--- config.mk ---
export PLATFORM = sky130hd
export DESIGN_NAME = wbufifo_ctl_flat
export DESIGN_NICKNAME = d
export VERILOG_FILES = /design/src/rtl/wbufifo_ctl_if.sv /design/src/rtl/wbufifo_ctl.sv /design/src/flat_wrapper.sv
export SDC_FILE = /design/constraint.sdc
export NUM_CORES = 1
export LEC_CHECK = 0
export CAP_MARGIN = 15
export CORE_AREA = 2 2 84 118
export DETAILED_ROUTE_END_ITERATION = 8
export DIE_AREA = 0 0 86 120
export PLACE_DENSITY = 0.85
export SETUP_SLACK_MARGIN = 0.2
export SLEW_MARGIN = 20
export SYNTH_ARGS = -nofsm -noshare
export SYNTH_HDL_FRONTEND = slang
export SYNTH_SLANG_ARGS = --single-unit
--- constraint.sdc ---
create_clock -name i_clk -period 6.1 [get_ports i_clk]
set_input_delay 1.22 -clock i_clk [delete_from_list [all_inputs] [get_ports i_clk]]
set_output_delay 1.22 -clock i_clk [all_outputs]
set_load 0.01 [all_outputs]
--- src/rtl/wbufifo_ctl_if.sv ---
// -----------------------------------------------------------------------------
// wbufifo_ctl_if
// Bundles the requester, FIFO-side and output-stage signals of wbufifo_ctl.
// Signal names keep their i_/o_ prefixes as seen from the controller.
//
// Modports:
//   master : controller view (drives all o_* signals, samples all i_* signals)
//   slave  : environment view (requesters, FIFO and downstream sink)
//
// Signals:
//   i_req_stb[NREQ]      per-requester word valid
//   i_req_data[NREQ*BW]  requester words, requester k at [k*BW +: BW]
//   o_req_busy[NREQ]     per-requester stall
//   o_fifo_rst           synchronous reset to the FIFO
//   o_fifo_wr            FIFO write strobe
//   o_fifo_data[BW]      FIFO write data
//   i_fifo_empty_n       FIFO not-empty flag
//   i_fifo_data[BW]      FIFO head word
//   o_fifo_rd            FIFO read strobe
//   o_stb / o_data[BW]   output word valid / word
//   i_busy               downstream stall
//   o_fill[LGFLEN]       committed occupancy
//   o_err                sticky accounting error
//   i_hwm_clr, o_hwm     high-water mark clear / value (WBUFIFO_CTL_HWM_EN only)
//
// Parameters must match those of the wbufifo_ctl instance it is bound to.
// -----------------------------------------------------------------------------
interface wbufifo_ctl_if #(
  parameter int NREQ   = 2,
  parameter int BW     = 36,
  parameter int LGFLEN = 10
);

  logic [NREQ-1:0]    i_req_stb;
  logic [NREQ*BW-1:0] i_req_data;
  logic [NREQ-1:0]    o_req_busy;
  logic               o_fifo_rst;
  logic               o_fifo_wr;
  logic [BW-1:0]      o_fifo_data;
  logic               i_fifo_empty_n;
  logic [BW-1:0]      i_fifo_data;
  logic               o_fifo_rd;
  logic               o_stb;
  logic [BW-1:0]      o_data;
  logic               i_busy;
  logic [LGFLEN-1:0]  o_fill;
  logic               o_err;
`ifdef WBUFIFO_CTL_HWM_EN
  logic               i_hwm_clr;
  logic [LGFLEN-1:0]  o_hwm;
`endif

  modport master (
    input  i_req_stb,
    input  i_req_data,
    output o_req_busy,
    output o_fifo_rst,
    output o_fifo_wr,
    output o_fifo_data,
    input  i_fifo_empty_n,
    input  i_fifo_data,
    output o_fifo_rd,
    output o_stb,
    output o_data,
    input  i_busy,
    output o_fill,
    output o_err
`ifdef WBUFIFO_CTL_HWM_EN
    ,
    input  i_hwm_clr,
    output o_hwm
`endif
  );

  modport slave (
    output i_req_stb,
    output i_req_data,
    input  o_req_busy,
    input  o_fifo_rst,
    input  o_fifo_wr,
    input  o_fifo_data,
    output i_fifo_empty_n,
    output i_fifo_data,
    input  o_fifo_rd,
    input  o_stb,
    input  o_data,
    output i_busy,
    input  o_fill,
    input  o_err
`ifdef WBUFIFO_CTL_HWM_EN
    ,
    output i_hwm_clr,
    input  o_hwm
`endif
  );

endinterface

--- src/rtl/wbufifo_ctl.sv ---
// -----------------------------------------------------------------------------
// wbufifo_ctl
// Shares the write port of one synchronous codeword FIFO among NREQ
// requesters with round-robin arbitration, tracks FIFO occupancy with a
// credit counter so the FIFO can never overflow, and drains the FIFO into a
// registered valid/busy output stage at up to one word per clock.
//
// Ports:
//   i_clk    system clock
//   i_rst_n  asynchronous active-low reset
//   bus      wbufifo_ctl_if.master (requesters, FIFO control, output stage,
//            occupancy and error status)
//
// Optional feature (macro WBUFIFO_CTL_HWM_EN):
//   adds a registered high-water mark of o_fill on bus.o_hwm, reloaded from
//   o_fill by bus.i_hwm_clr.
// -----------------------------------------------------------------------------
module wbufifo_ctl #(
  parameter int NREQ   = 2,
  parameter int BW     = 36,
  parameter int LGFLEN = 10
) (
  input  logic          i_clk,
  input  logic          i_rst_n,
  wbufifo_ctl_if.master bus
);

  localparam int PW = (NREQ > 1) ? $clog2(NREQ) : 1;

  // Reset sequencer encodings
  localparam logic [0:0] S_RST = 1'b0;
  localparam logic [0:0] S_RUN = 1'b1;

  logic [0:0]        r_state;
  logic [PW-1:0]     r_ptr;
  logic              r_fifo_wr;
  logic [BW-1:0]     r_fifo_data;
  logic              r_stb;
  logic [BW-1:0]     r_data;
  logic [LGFLEN-1:0] r_fill;
  logic              r_err;

  logic              w_run;
  logic              w_any;
  logic              w_space;
  logic              w_accept;
  logic              w_rd;
  logic [NREQ-1:0]   w_rot;
  logic [PW:0]       w_off;
  logic [PW:0]       w_sum;
  logic [PW:0]       w_nsum;
  logic [PW-1:0]     w_grant;
  logic [PW-1:0]     w_gnext;
  logic [BW-1:0]     w_gdata;
  logic [NREQ-1:0]   w_busy;

  // ---------------------------------------------------------------------------
  // Reset sequencer: RST holds the FIFO in reset for one clock beyond the
  // release of i_rst_n, so the FIFO sees a clean synchronous reset.
  // ---------------------------------------------------------------------------
  always_ff @(posedge i_clk or negedge i_rst_n) begin
    if (!i_rst_n) begin
      r_state <= S_RST;
    end else begin
      r_state <= S_RUN;
    end
  end

  assign w_run = (r_state == S_RUN);

  // ---------------------------------------------------------------------------
  // Round-robin grant
  // ---------------------------------------------------------------------------
  assign w_any   = |bus.i_req_stb;
  assign w_space = (r_fill != '1);
  // Space comes from the registered counter only, so a read in this clock
  // frees a slot no earlier than the next clock (no rd -> busy path).
  assign w_accept = w_run && w_space && w_any;

  // Rotate the strobes so bit j is requester (r_ptr + j) mod NREQ, take the
  // lowest set bit, then rotate the offset back into a requester index.
  always_comb begin
    w_rot = NREQ'({bus.i_req_stb, bus.i_req_stb} >> r_ptr);
    w_off = '0;
    for (int unsigned j = NREQ; j > 0; j--) begin
      if (w_rot[j-1]) begin
        w_off = (PW+1)'(j - 1);
      end
    end
    w_sum = {1'b0, r_ptr} + w_off;
    if (w_sum >= (PW+1)'(NREQ)) begin
      w_sum = w_sum - (PW+1)'(NREQ);
    end
    w_grant = w_sum[PW-1:0];
    w_nsum  = w_sum + (PW+1)'(1);
    if (w_nsum >= (PW+1)'(NREQ)) begin
      w_nsum = '0;
    end
    w_gnext = w_nsum[PW-1:0];
  end

  always_comb begin
    w_gdata = '0;
    w_busy  = '1;
    for (int unsigned k = 0; k < NREQ; k++) begin
      if (w_grant == PW'(k)) begin
        w_gdata = bus.i_req_data[k*BW +: BW];
      end
      w_busy[k] = !(w_accept && (w_grant == PW'(k)));
    end
  end

  // ---------------------------------------------------------------------------
  // FIFO write port (one-clock write latency) and arbitration pointer
  // ---------------------------------------------------------------------------
  always_ff @(posedge i_clk or negedge i_rst_n) begin
    if (!i_rst_n) begin
      r_fifo_wr   <= 1'b0;
      r_fifo_data <= '0;
      r_ptr       <= '0;
    end else begin
      r_fifo_wr <= w_accept;
      if (w_accept) begin
        r_fifo_data <= w_gdata;
        r_ptr       <= w_gnext;
      end
    end
  end

  // ---------------------------------------------------------------------------
  // Drain into the output stage
  // ---------------------------------------------------------------------------
  assign w_rd = w_run && bus.i_fifo_empty_n && (!r_stb || !bus.i_busy);

  always_ff @(posedge i_clk or negedge i_rst_n) begin
    if (!i_rst_n) begin
      r_stb  <= 1'b0;
      r_data <= '0;
    end else if (w_rd) begin
      r_stb  <= 1'b1;
      r_data <= bus.i_fifo_data;
    end else if (!bus.i_busy) begin
      r_stb  <= 1'b0;
    end
  end

  // ---------------------------------------------------------------------------
  // Credit counter: counts words accepted (including the one still in flight
  // to the FIFO) minus words read out. A read with no credit is a fault.
  // ---------------------------------------------------------------------------
  always_ff @(posedge i_clk or negedge i_rst_n) begin
    if (!i_rst_n) begin
      r_fill <= '0;
      r_err  <= 1'b0;
    end else begin
      case ({w_accept, w_rd})
        2'b10: r_fill <= r_fill + LGFLEN'(1);
        2'b01: begin
          if (r_fill != '0) begin
            r_fill <= r_fill - LGFLEN'(1);
          end
        end
        default: ;
      endcase
      if (w_rd && (r_fill == '0)) begin
        r_err <= 1'b1;
      end
    end
  end

`ifdef WBUFIFO_CTL_HWM_EN
  // ---------------------------------------------------------------------------
  // High-water mark of the committed occupancy
  // ---------------------------------------------------------------------------
  logic [LGFLEN-1:0] r_hwm;

  always_ff @(posedge i_clk or negedge i_rst_n) begin
    if (!i_rst_n) begin
      r_hwm <= '0;
    end else if (bus.i_hwm_clr) begin
      r_hwm <= r_fill;
    end else if (r_fill > r_hwm) begin
      r_hwm <= r_fill;
    end
  end

  assign bus.o_hwm = r_hwm;
`endif

  // ---------------------------------------------------------------------------
  // Outputs
  // ---------------------------------------------------------------------------
  assign bus.o_req_busy  = w_busy;
  assign bus.o_fifo_rst  = (r_state == S_RST);
  assign bus.o_fifo_wr   = r_fifo_wr;
  assign bus.o_fifo_data = r_fifo_data;
  assign bus.o_fifo_rd   = w_rd;
  assign bus.o_stb       = r_stb;
  assign bus.o_data      = r_data;
  assign bus.o_fill      = r_fill;
  assign bus.o_err       = r_err;

endmodule

--- src/flat_wrapper.sv ---
// flat-port wrapper written by rule: the top's interface ports become plain ports
module wbufifo_ctl_flat 
#(
  parameter int NREQ   = 2,
  parameter int BW     = 36,
  parameter int LGFLEN = 10
)
  (i_clk, i_rst_n, bus_i_req_stb, bus_i_req_data, bus_o_req_busy, bus_o_fifo_rst, bus_o_fifo_wr, bus_o_fifo_data, bus_i_fifo_empty_n, bus_i_fifo_data, bus_o_fifo_rd, bus_o_stb, bus_o_data, bus_i_busy, bus_o_fill, bus_o_err);
  wbufifo_ctl_if #(.NREQ(NREQ), .BW(BW), .LGFLEN(LGFLEN)) bus_i ();
  input  logic i_clk;
  input  logic i_rst_n;
  input wire logic [$bits(bus_i.i_req_stb)-1:0] bus_i_req_stb;
  input wire logic [$bits(bus_i.i_req_data)-1:0] bus_i_req_data;
  output wire logic [$bits(bus_i.o_req_busy)-1:0] bus_o_req_busy;
  output wire logic [$bits(bus_i.o_fifo_rst)-1:0] bus_o_fifo_rst;
  output wire logic [$bits(bus_i.o_fifo_wr)-1:0] bus_o_fifo_wr;
  output wire logic [$bits(bus_i.o_fifo_data)-1:0] bus_o_fifo_data;
  input wire logic [$bits(bus_i.i_fifo_empty_n)-1:0] bus_i_fifo_empty_n;
  input wire logic [$bits(bus_i.i_fifo_data)-1:0] bus_i_fifo_data;
  output wire logic [$bits(bus_i.o_fifo_rd)-1:0] bus_o_fifo_rd;
  output wire logic [$bits(bus_i.o_stb)-1:0] bus_o_stb;
  output wire logic [$bits(bus_i.o_data)-1:0] bus_o_data;
  input wire logic [$bits(bus_i.i_busy)-1:0] bus_i_busy;
  output wire logic [$bits(bus_i.o_fill)-1:0] bus_o_fill;
  output wire logic [$bits(bus_i.o_err)-1:0] bus_o_err;
  assign bus_i.i_req_stb = bus_i_req_stb;
  assign bus_i.i_req_data = bus_i_req_data;
  assign bus_o_req_busy = bus_i.o_req_busy;
  assign bus_o_fifo_rst = bus_i.o_fifo_rst;
  assign bus_o_fifo_wr = bus_i.o_fifo_wr;
  assign bus_o_fifo_data = bus_i.o_fifo_data;
  assign bus_i.i_fifo_empty_n = bus_i_fifo_empty_n;
  assign bus_i.i_fifo_data = bus_i_fifo_data;
  assign bus_o_fifo_rd = bus_i.o_fifo_rd;
  assign bus_o_stb = bus_i.o_stb;
  assign bus_o_data = bus_i.o_data;
  assign bus_i.i_busy = bus_i_busy;
  assign bus_o_fill = bus_i.o_fill;
  assign bus_o_err = bus_i.o_err;
  wbufifo_ctl #(.NREQ(NREQ), .BW(BW), .LGFLEN(LGFLEN)) u_core (.i_clk(i_clk), .i_rst_n(i_rst_n), .bus(bus_i));
endmodule
==> metrics, run 1 <==
outcome finished clean; final setup fails 0; total power 2080 uW; M1 wire length between 4 and 5 mm; final period utilization 0.732; worst hold-check path type reg -> reg; CTS tree done; met2 wire length roughly 6.4 mm; Area after DPL 6030 sq um; setup TNS 0 ns; CP max-delay cell nand2_2; highest clock rate ~0.22 GHz; Die X ~86 microns; Initial Utilization 0.421; Routed Antenna Nets 0; Crit path top cell by count xnor2_1; sequential-to-total area share from yosys stat 0.556; Core Rows 42; Worst slew margin 0.479; Synth top area share 0.556; full die area between 10,000 and 15,000 sq um; CP arrival ~4.7 ns; Post-synth EDFFs 0; Synth Warn # 0; Slew Limit Fails 0; Final WS setup between 1.5 and 2 ns; initial antenna violation count 1; WL met3 824 microns; core area 9300 sq um; CP top delay family simple AND/OR/NAND/NOR gates; worst-case clock skew 0.00585 ns; synth top area cells dfrtp_1 (56%), nand2_1 (11%), mux2i_1 (9.2%), a21oi_1 (5.0%), nor2_1 (4.3%); # diodes 0; Via Count between 3,000 and 4,000; biggest area consumer among synthesized cells dfrtp_1; post-DP HPWL 8.74 mm; DRC Markers 0; Vias/cell 5.08; clk sinks just under 90; Port-buffer cells 202; CTS Buf Count 9; layout cells sized above 1 0.0543; pin count of the biggest net entering global routing 88; IO Pins roughly 200; GPL Wtd Cong 0.891; Syn Std Cell Area 3920 sq um; Setup CP Type in -> reg; average wire per standard cell between 15 and 20 microns; Post-CTS Setup Bufs 0; Multi-input gate area about 1700 sq um; total grt overflow 0; die height 120 microns; worst vdd ir between 0.00015 and 0.0002 V; post-cts sizing count 0; Worst Tran Pin Value roughly 0.78 ns; Sequential Area 2180 sq um; global-route wire length before repair between 15 and 20 mm; syn nets around 520; Worst setup EP type flop; Worst Path Buf+Inv 3; PwrDens 326 nW/um^2; drt pass-1 iters 4; Min Hold Slack 0.473 ns; CP Cell Sequence clkdlybuf4s50_1, a21boi_2, nand2_2, inv_1, buf_4, nand2_4, xnor2_1, ha_1, or3_1, or4_1, nor2_1, o21ai_1, xnor2_1; # fillers approximately 700; number of global-route vias before repair roughly 3,800; H-Tree Depth 3; Final Hold Violating Endpoints 0; post-route cell area approximately 6400 sq um; CTS Buffer Depth 2; Layout Nets ~700; distinct cell type count after synthesis 46; Iter 0 DRT Violations approximately 180; DR top layer met4; Clk Latency, worst-skew pair approximately 0.34 ns; Setup WS pre-CTS approximately 1.3 ns; clock slew seen by the registers of the worst setup and hold paths ~0.06 ns; CP required ~6.3 ns; Crit path largest cell delay 0.48 ns; maxcap violations 0; worst-path fanout max around 40; fraction of registers with async set/reset 1.00; CTS Hold Bufs 0; total wire length about 12 mm; min cycle time layout approximately 4.5 ns; Startpoint Class input pin; Top FF cell, synth dfrtp_1; leakage ~0.0029 uW; Total Routing Usage GR 0.234; #FFs+latches synth between 80 and 90; area grow syn2layout 62.7%; RSZ-0062 raised after global routing false; Syn Area/Cell just under 10 sq um; Synth Instances 408; CTS root buffer clkbuf_16
-- worst register-to-register path, stage by stage, from the launching register on --
cell      delay, ns
dfrtp_1        0.41
a21boi_2       0.25
nand2_2        0.48
inv_1          0.21
buf_4          0.40
nand2_4        0.16
xnor2_1        0.16
ha_1           0.23
or3_1          0.35
or4_1          0.40
nor2_1         0.11
o21ai_1        0.09
xnor2_1        0.14
-- power by group --
part / leakage (uW) / internal, uW / switching, uW
Clock: 0.000166 / 399 / 219
Sequential: 0.00102 / 689 / 113
Combinational: 0.00169 / 372 / 283
-- sequential cells by signal, summed over array words and instances (netlist names) --
register                flops
u_core.bus.o_err            1
u_core.bus.o_fill          10
u_core.bus.o_data          36
u_core.r_ptr                1
u_core.bus.o_fifo_wr        1
u_core.r_state              1
u_core.bus.o_fifo_data     36
u_core.bus.o_stb            1
-- placed cells by master, fill, tap and decap left out, types with 2 or more instances in the layout --
master / synthesis / final
or3_1: 2 / 2
buf_4: 0 / 3
nor2_1: 45 / 45
xnor2_1: 6 / 6
nor3_1: 4 / 4
ha_1: 2 / 2
clkdlybuf4s50_1: 0 / 201
clkbuf_16: 0 / 9
a31oi_1: 3 / 2
clkinv_2: 1 / 3
inv_1: 3 / 3
a21oi_1: 39 / 39
and3_1: 2 / 2
o21ai_0: 3 / 2
or3_4: 2 / 2
nand3_1: 3 / 3
nand2_1: 117 / 117
mux2i_1: 36 / 36
and2_1: 2 / 2
xor2_1: 5 / 5
a211oi_1: 2 / 2
bufinv_16: 0 / 3
dfrtp_1: 87 / 87
-- metrics by stage --
| stage | instances | util |
|---|---|---|
| 2_1_floorplan | 408 | - |
| 3_3_place_gp | 702 | 0.649 |
| 3_5_place_dp | 702 | 0.649 |
| 4_1_cts | 718 | 0.685 |
| 5_1_grt | 718 | 0.685 |
| 6_report | 718 | 0.685 |
-- worst paths after layout --
check / from / endpoint / slack [ns] / depth (start not counted)
worst max register to register: u_core.bus.o_stb / u_core.bus.o_fill[6] / 2.59 / 12
min in group asynchronous: i_rst_n / u_core.bus.o_fifo_data[13] / 0.91 / 1
worst max-delay path: bus_i_fifo_empty_n / u_core.bus.o_fill[6] / 1.63 / 13
max in group asynchronous: i_rst_n / u_core.bus.o_fifo_data[31] / 4.63 / 1
worst min register to register: u_core.bus.o_err / u_core.bus.o_err / 0.47 / 1
worst min-delay path: u_core.bus.o_err / u_core.bus.o_err / 0.47 / 1
-- cells in the mapped netlist, types with 2 or more instances --
| cell type | instances |
|---|---|
| a21oi_1 | 39 |
| nand3_1 | 3 |
| xor2_1 | 5 |
| or3_4 | 2 |
| o21ai_0 | 3 |
| buf_2 | 8 |
| or3_1 | 2 |
| ha_1 | 2 |
| nand2_1 | 117 |
| inv_1 | 3 |
| nor3_1 | 4 |
| clkbuf_1 | 11 |
| a211oi_1 | 2 |
| dfrtp_1 | 87 |
| a31oi_1 | 3 |
| and2_1 | 2 |
| and3_1 | 2 |
| nor2_1 | 45 |
| mux2i_1 | 36 |
| xnor2_1 | 6 |
-- logic make-up (layout without fill, tap and decap cells) --
kind of cell             after synthesis  count (layout)  share of synthesized area
buffers and inverters                 25             225                     0.0271
flip-flops                            87              87                      0.556
other                                  1               1                   0.000957
multiplexers                          39              39                      0.102
AO/OA/AOI/OAI                         59              59                     0.0910
XOR/XNOR                              11              11                     0.0246
adder cells (fa/ha/maj)                2               2                    0.00638
AND/OR/NAND/NOR                      184             184                      0.193
-- routing by layer --
layer / global-route usage / vias up
met5: 0 / -
li1: - / 1741
met4: 0.104 / 0
met3: 0.0605 / 32
met2: 0.413 / 140
met1: 0.259 / 1731
-- layout make-up --
cell class,count,share of cell area
sequential,87,0.341
timing repair buffer,205,0.321
multi-input combinational,296,0.261
clock buffer,10,0.0359
tap,110,0.0216
clock inverter,6,0.0171
inverter,4,0.00255
Note: power is estimated with default switching activity, not from simulation.
==> inputs of run 2 (changes only) <==
Settings changed: CORE_AREA 2 2 84 118 to 2 2 87 123, DIE_AREA 0 0 86 120 to 0 0 89 125, PLACE_DENSITY 0.85 to 0.79.
Clock period 6.1 ns to 4.25 ns, I/O delays scaled along.
==> run 2 against run 1 <==
  * Sequential power rose by 43%
  * Cell count rose by 4.0%
  * Die area rose by 7.8%
  * Power rose by 39%
  * Combinational power rose by 43%
  * Cell area rose by 0.24%
  * Non-clock buffer count rose by 1
  * Critical path depth fell by 8
  * Register-to-register slack got worse by 1.2 ns
  * Largest power group unchanged
==> metrics, run 2 (same netlist as run 1, synthesis figures left out) <==
outcome finished clean; final setup fails 0; Setup CP Type in -> out; global-route wire length before repair around 18 mm; worst reg2reg setup slack between 1 and 1.5 ns; Via Count about 3,700; Crit. path cell count 5; # diodes 0; Worst Path Buf+Inv 2; final cell count without fillers around 750; layout cells sized above 1 0.0558; Min Hold Slack 0.474 ns; # fillers about 840; Worst setup EP type output pin; drt pass-1 iters 4; CP top delay family buffers and inverters; Port-buffer cells between 200 and 250; setup TNS 0 ns; clk sinks 87; total grt overflow 0; CTS root buffer clkbuf_16; Initial Utilization 0.387; Routed Antenna Nets 0; worst hold-check path type reg -> reg; CTS Hold Bufs 0; DRC Markers 0; CP required ~3.4 ns; Final Hold Violating Endpoints 0; min cycle time layout around 3.4 ns; Total Routing Usage GR 0.210; CP max-delay cell clkdlybuf4s50_1; Cells on Worst Hold Path 2; post-route cell area about 6400 sq um; clock slew seen by the registers of the worst setup and hold paths roughly 0.060 ns; CTS tree done; Die X 89 microns; CTS Buffer Depth 2; worst reg2reg path startpoint u_core.bus.o_fill[5]; post-DP HPWL ~8.6 mm; most frequent cells in the layout clkdlybuf4s50_1 (201), nand2_1 (117), dfrtp_1 (87); CP arrival approximately 2.6 ns; worst vdd ir ~0.00021 V; most common cell after layout, fill and taps aside clkdlybuf4s50_1; highest clock rate slightly below 0.3 GHz; initial antenna violation count 0; area grow syn2layout 63.1%; Core Rows 44; number of global-route vias before repair 3,682; Crit. Startpoint bus_i_req_stb[0]; Startpoint Class input pin; Crit path top cell by count clkdlybuf4s50_1; core area approximately 10,000 sq um; Iter 0 DRT Violations approximately 200; maxcap violations 0; Reg2Reg Depth 10; worst-path fanout max 5; worst-case clock skew around 0.0086 ns; total wire length 11.5 mm; Setup crit end bus_o_req_busy[0]; Slew Limit Fails 0; leakage about 0.0029 uW; CTS Buf Count 9; die height approximately 130 microns; full die area 11,100 sq um; GPL Wtd Cong roughly 0.89; pin count of the biggest net entering global routing just under 90; placed cells approximately 730; average wire per standard cell roughly 15 microns; Vias/cell approximately 5; IO Pins between 200 and 250; RSZ-0062 raised after global routing false; final period utilization 0.799; worst hold start u_core.bus.o_data[17]; PwrDens 453 nW/um^2; CP Cell Sequence clkdlybuf4s50_1, o21ai_0, a31oi_4, nand2b_1, clkdlybuf4s50_1; H-Tree Depth 3; Worst Tran Pin Value just over 0.8 ns; Post-CTS Setup Bufs 0; RR Endpoint u_core.bus.o_fill[6]; post-cts sizing count 0; Layout Nets 720; Area after DPL just over 6000 sq um; Clk Latency, worst-skew pair around 0.34 ns; Worst slew margin 0.455; Crit path largest cell delay ~0.61 ns
[run 2: changes by cell type in the layout (fill, tap and decap cells not counted), sizes merged]
cell      change
clkinvlp      +2
clkinv        -2
bufinv        -2
buf           +1
clkbuf        +2
[run 2: worst min path at each step]
stage                            end  slack (ns)
2_1_floorplan           u_core.r_ptr        0.49
3_3_place_gp        u_core.bus.o_err        0.45
3_5_place_dp   u_core.bus.o_data[17]        0.46
4_1_cts        u_core.bus.o_data[17]        0.48
5_1_grt        u_core.bus.o_data[17]        0.50
6_report       u_core.bus.o_data[17]        0.47
[run 2: worst reg2reg max path, delay by kind of cell (launching register included)]
| kind | cells | cell delay, ns |
|---|---|---|
| compound gates | 2 | 0.39 |
| xor+xnor | 2 | 0.28 |
| fa+ha+maj | 1 | 0.23 |
| simple gates | 5 | 1.31 |
| flops | 1 | 0.49 |
[run 2: final cells by class]
type	instances	area, sq um	area share
inverters	4	16.3	0.00255
clock inverters	4	53.8	0.00842
multi-input cells	296	1660	0.260
repair buffers	206	2050	0.321
clock buffers	12	256	0.0401
well taps	138	173	0.0270
flip-flops and latches	87	2180	0.341
[run 2: stage by stage]
| step | power [uW] | utilization | setup slack, ns |
|---|---|---|---|
| 3_5_place_dp | 2100 | 0.600 | 0.770 |
| 2_1_floorplan | 1530 | - | 1.36 |
| 3_3_place_gp | 2070 | 0.600 | 0.807 |
| 5_1_grt | 3040 | 0.631 | 0.756 |
| 4_1_cts | 2920 | 0.631 | 0.849 |
| 6_report | 2890 | 0.631 | 0.855 |
[run 2: per-layer routing]
metal / wire length, microns / share of wire / track usage
met2: 6110 / 0.53 / 0.356
met5: 0 / 0 / 0
met1: 4280 / 0.37 / 0.241
met4: 462 / 0.040 / 0.100
met3: 697 / 0.060 / 0.0548
[run 2: report_power, final]
group          switching [uW]  leakage [uW]  total (uW)  internal [uW]
Clock                     319      0.000145         808            489
Combinational             403       0.00170         938            535
Sequential                159       0.00102        1150            989
Total                     881       0.00286        2890           2010
==> inputs of run 3 (changes only) <==
Clock period 4.25 ns to 3.2 ns, I/O delays scaled along.
==> run 3 against run 2 <==
  * Via count down 0.36%
  * Clock power up 37%
  * Clock-buffer cell count down 1
  * Setup slack worse by 0.56 ns
  * Highest routed layer unchanged
  * Sequential cell count is the same
  * Critical endpoint unchanged
  * Global-route usage grew 0.98 points
  * Wire length up 2.8%
  * Non-clock buffer count increased by 6
==> metrics, run 3 (same netlist as run 1, synthesis figures left out) <==
worst hold-check path type in -> async; combinational share of power 0.324; CTS Hold Bufs 0; maxcap violations 0; CTS root buffer clkbuf_16; number of global-route vias before repair between 3,000 and 4,000; clock slew seen by the registers of the worst setup and hold paths around 0.060 ns; Routed Antenna Nets 0; drt pass-1 iters 4; total grt overflow 0; Total Routing Usage GR 0.220; Via Count ~3,600; leakage around 0.0029 uW; clk sinks a little under 90; worst vdd ir between 0.0004 and 0.0005 V; Net Switching 1170 uW; most common cell after layout, fill and taps aside clkdlybuf4s50_1; Layout Nets roughly 730; Clk Latency, worst-skew pair between 0.3 and 0.4 ns; Slew Limit Fails 0; Sw Ratio 0.299; Core Rows 44; # fillers approximately 860; outcome finished clean; worst-path fanout max 4; core area ~10,000 sq um; Die X roughly 90 microns; final period utilization 0.907; worst reg2reg setup slack roughly 0.44 ns; Worst slew margin 0.475; PwrDens 606 nW/um^2; Worst Tran Pin Value 0.787 ns; post-DP HPWL between 8 and 9 mm; Area after DPL slightly above 6000 sq um; GPL Wtd Cong slightly above 0.9; initial antenna violation count 0; most frequent cells in the layout clkdlybuf4s50_1 (201), nand2_1 (117), dfrtp_1 (87); RSZ-0062 raised after global routing false; Final Hold Violating Endpoints 0; IO Pins roughly 200; area grow syn2layout 64.3%; Setup CP Type in -> out; pin count of the biggest net entering global routing 88; CP arrival 2.26 ns; highest clock rate around 0.34 GHz; CTS Buffer Depth 2; Initial Utilization 0.387; average wire per standard cell between 15 and 20 microns; CP required roughly 2.6 ns; post-route cell area around 6400 sq um; sequential power share 0.391; die height roughly 130 microns; setup TNS 0 ns; DRC Markers 0; min cycle time layout around 2.9 ns; global-route wire length before repair approximately 19 mm; # diodes 0; layout cells sized above 1 0.0635; Clk network pwr share 0.285; Worst setup EP type output pin; Port-buffer cells roughly 200; Iter 0 DRT Violations approximately 200; H-Tree Depth 3; Vias/cell between 4 and 5; CTS Buf Count 9; final setup fails 0; CTS tree done; worst-case clock skew 0.00901 ns; internal power ~2700 uW; total wire length around 12 mm; full die area ~11,000 sq um; Startpoint Class input pin
run 3: path summary, 6_finish.rpt:
path,start,to,depth (start not counted)
max,bus_i_req_stb[0],bus_o_req_busy[0],6
min,i_rst_n,u_core.bus.o_fifo_data[10],1
max reg2reg,u_core.bus.o_fill[5],u_core.bus.o_fill[8],11
min reg2reg,u_core.bus.o_err,u_core.bus.o_err,1
max in group asynchronous,i_rst_n,u_core.bus.o_fill[3],1
min in group i_clk,u_core.bus.o_err,u_core.bus.o_err,1
run 3: final cells by class:
| class | instances | area, sq um | share of cell area |
|---|---|---|---|
| clock buffer | 11 | 243 | 0.0377 |
| clock inverter | 4 | 70.1 | 0.0109 |
| inverter | 4 | 16.3 | 0.00253 |
| multi-input combinational | 296 | 1660 | 0.258 |
| sequential | 87 | 2180 | 0.338 |
| tap | 138 | 173 | 0.0268 |
| timing repair buffer | 212 | 2100 | 0.326 |
run 3: what timing repair did:
| item | 4_1_cts | 5_1_grt |
|---|---|---|
| resized for setup | 1 | 0 |
| endpoints found under the setup margin | 1 | 0 |
| setup buffers | 0 | 0 |
run 3: per-stage QoR:
stage | hold WS (ns) | util | worst slack, ns | power, uW | cells
2_1_floorplan | 0.344 | - | 0.517 | 2040 | 408
3_3_place_gp | 0.454 | 0.604 | 0.104 | 2760 | 737
3_5_place_dp | 0.457 | 0.604 | 0.0514 | 2810 | 737
4_1_cts | 0.471 | 0.635 | 0.284 | 3930 | 752
5_1_grt | 0.425 | 0.636 | 0.210 | 4110 | 752
6_report | 0.355 | 0.636 | 0.298 | 3900 | 752
run 3: critical path, cell delays in order:
cell	delay [ns]
clkdlybuf4s50_1	0.43
buf_4	0.16
o21ai_1	0.26
a31oi_4	0.07
nand2b_1	0.10
clkdlybuf4s50_1	0.60
run 3: power by group through the flow:
| stage | Combinational [uW] | Clock (uW) | Sequential, uW |
|---|---|---|---|
| floorplan | 445 | 0 | 1590 |
| global placement | 1240 | 0 | 1530 |
| finish | 1260 | 1110 | 1530 |
| CTS | 1270 | 1130 | 1520 |
| detailed placement | 1270 | 0 | 1540 |
| global route | 1360 | 1190 | 1560 |
run 3: per-layer routing:
layer / vias to the layer above / global-route usage / part of all wire
li1: 1758 / - / -
met3: 27 / 0.0403 / 0.044
met1: 1737 / 0.260 / 0.39
met2: 122 / 0.371 / 0.53
met5: - / 0 / 0
met4: 0 / 0.114 / 0.036
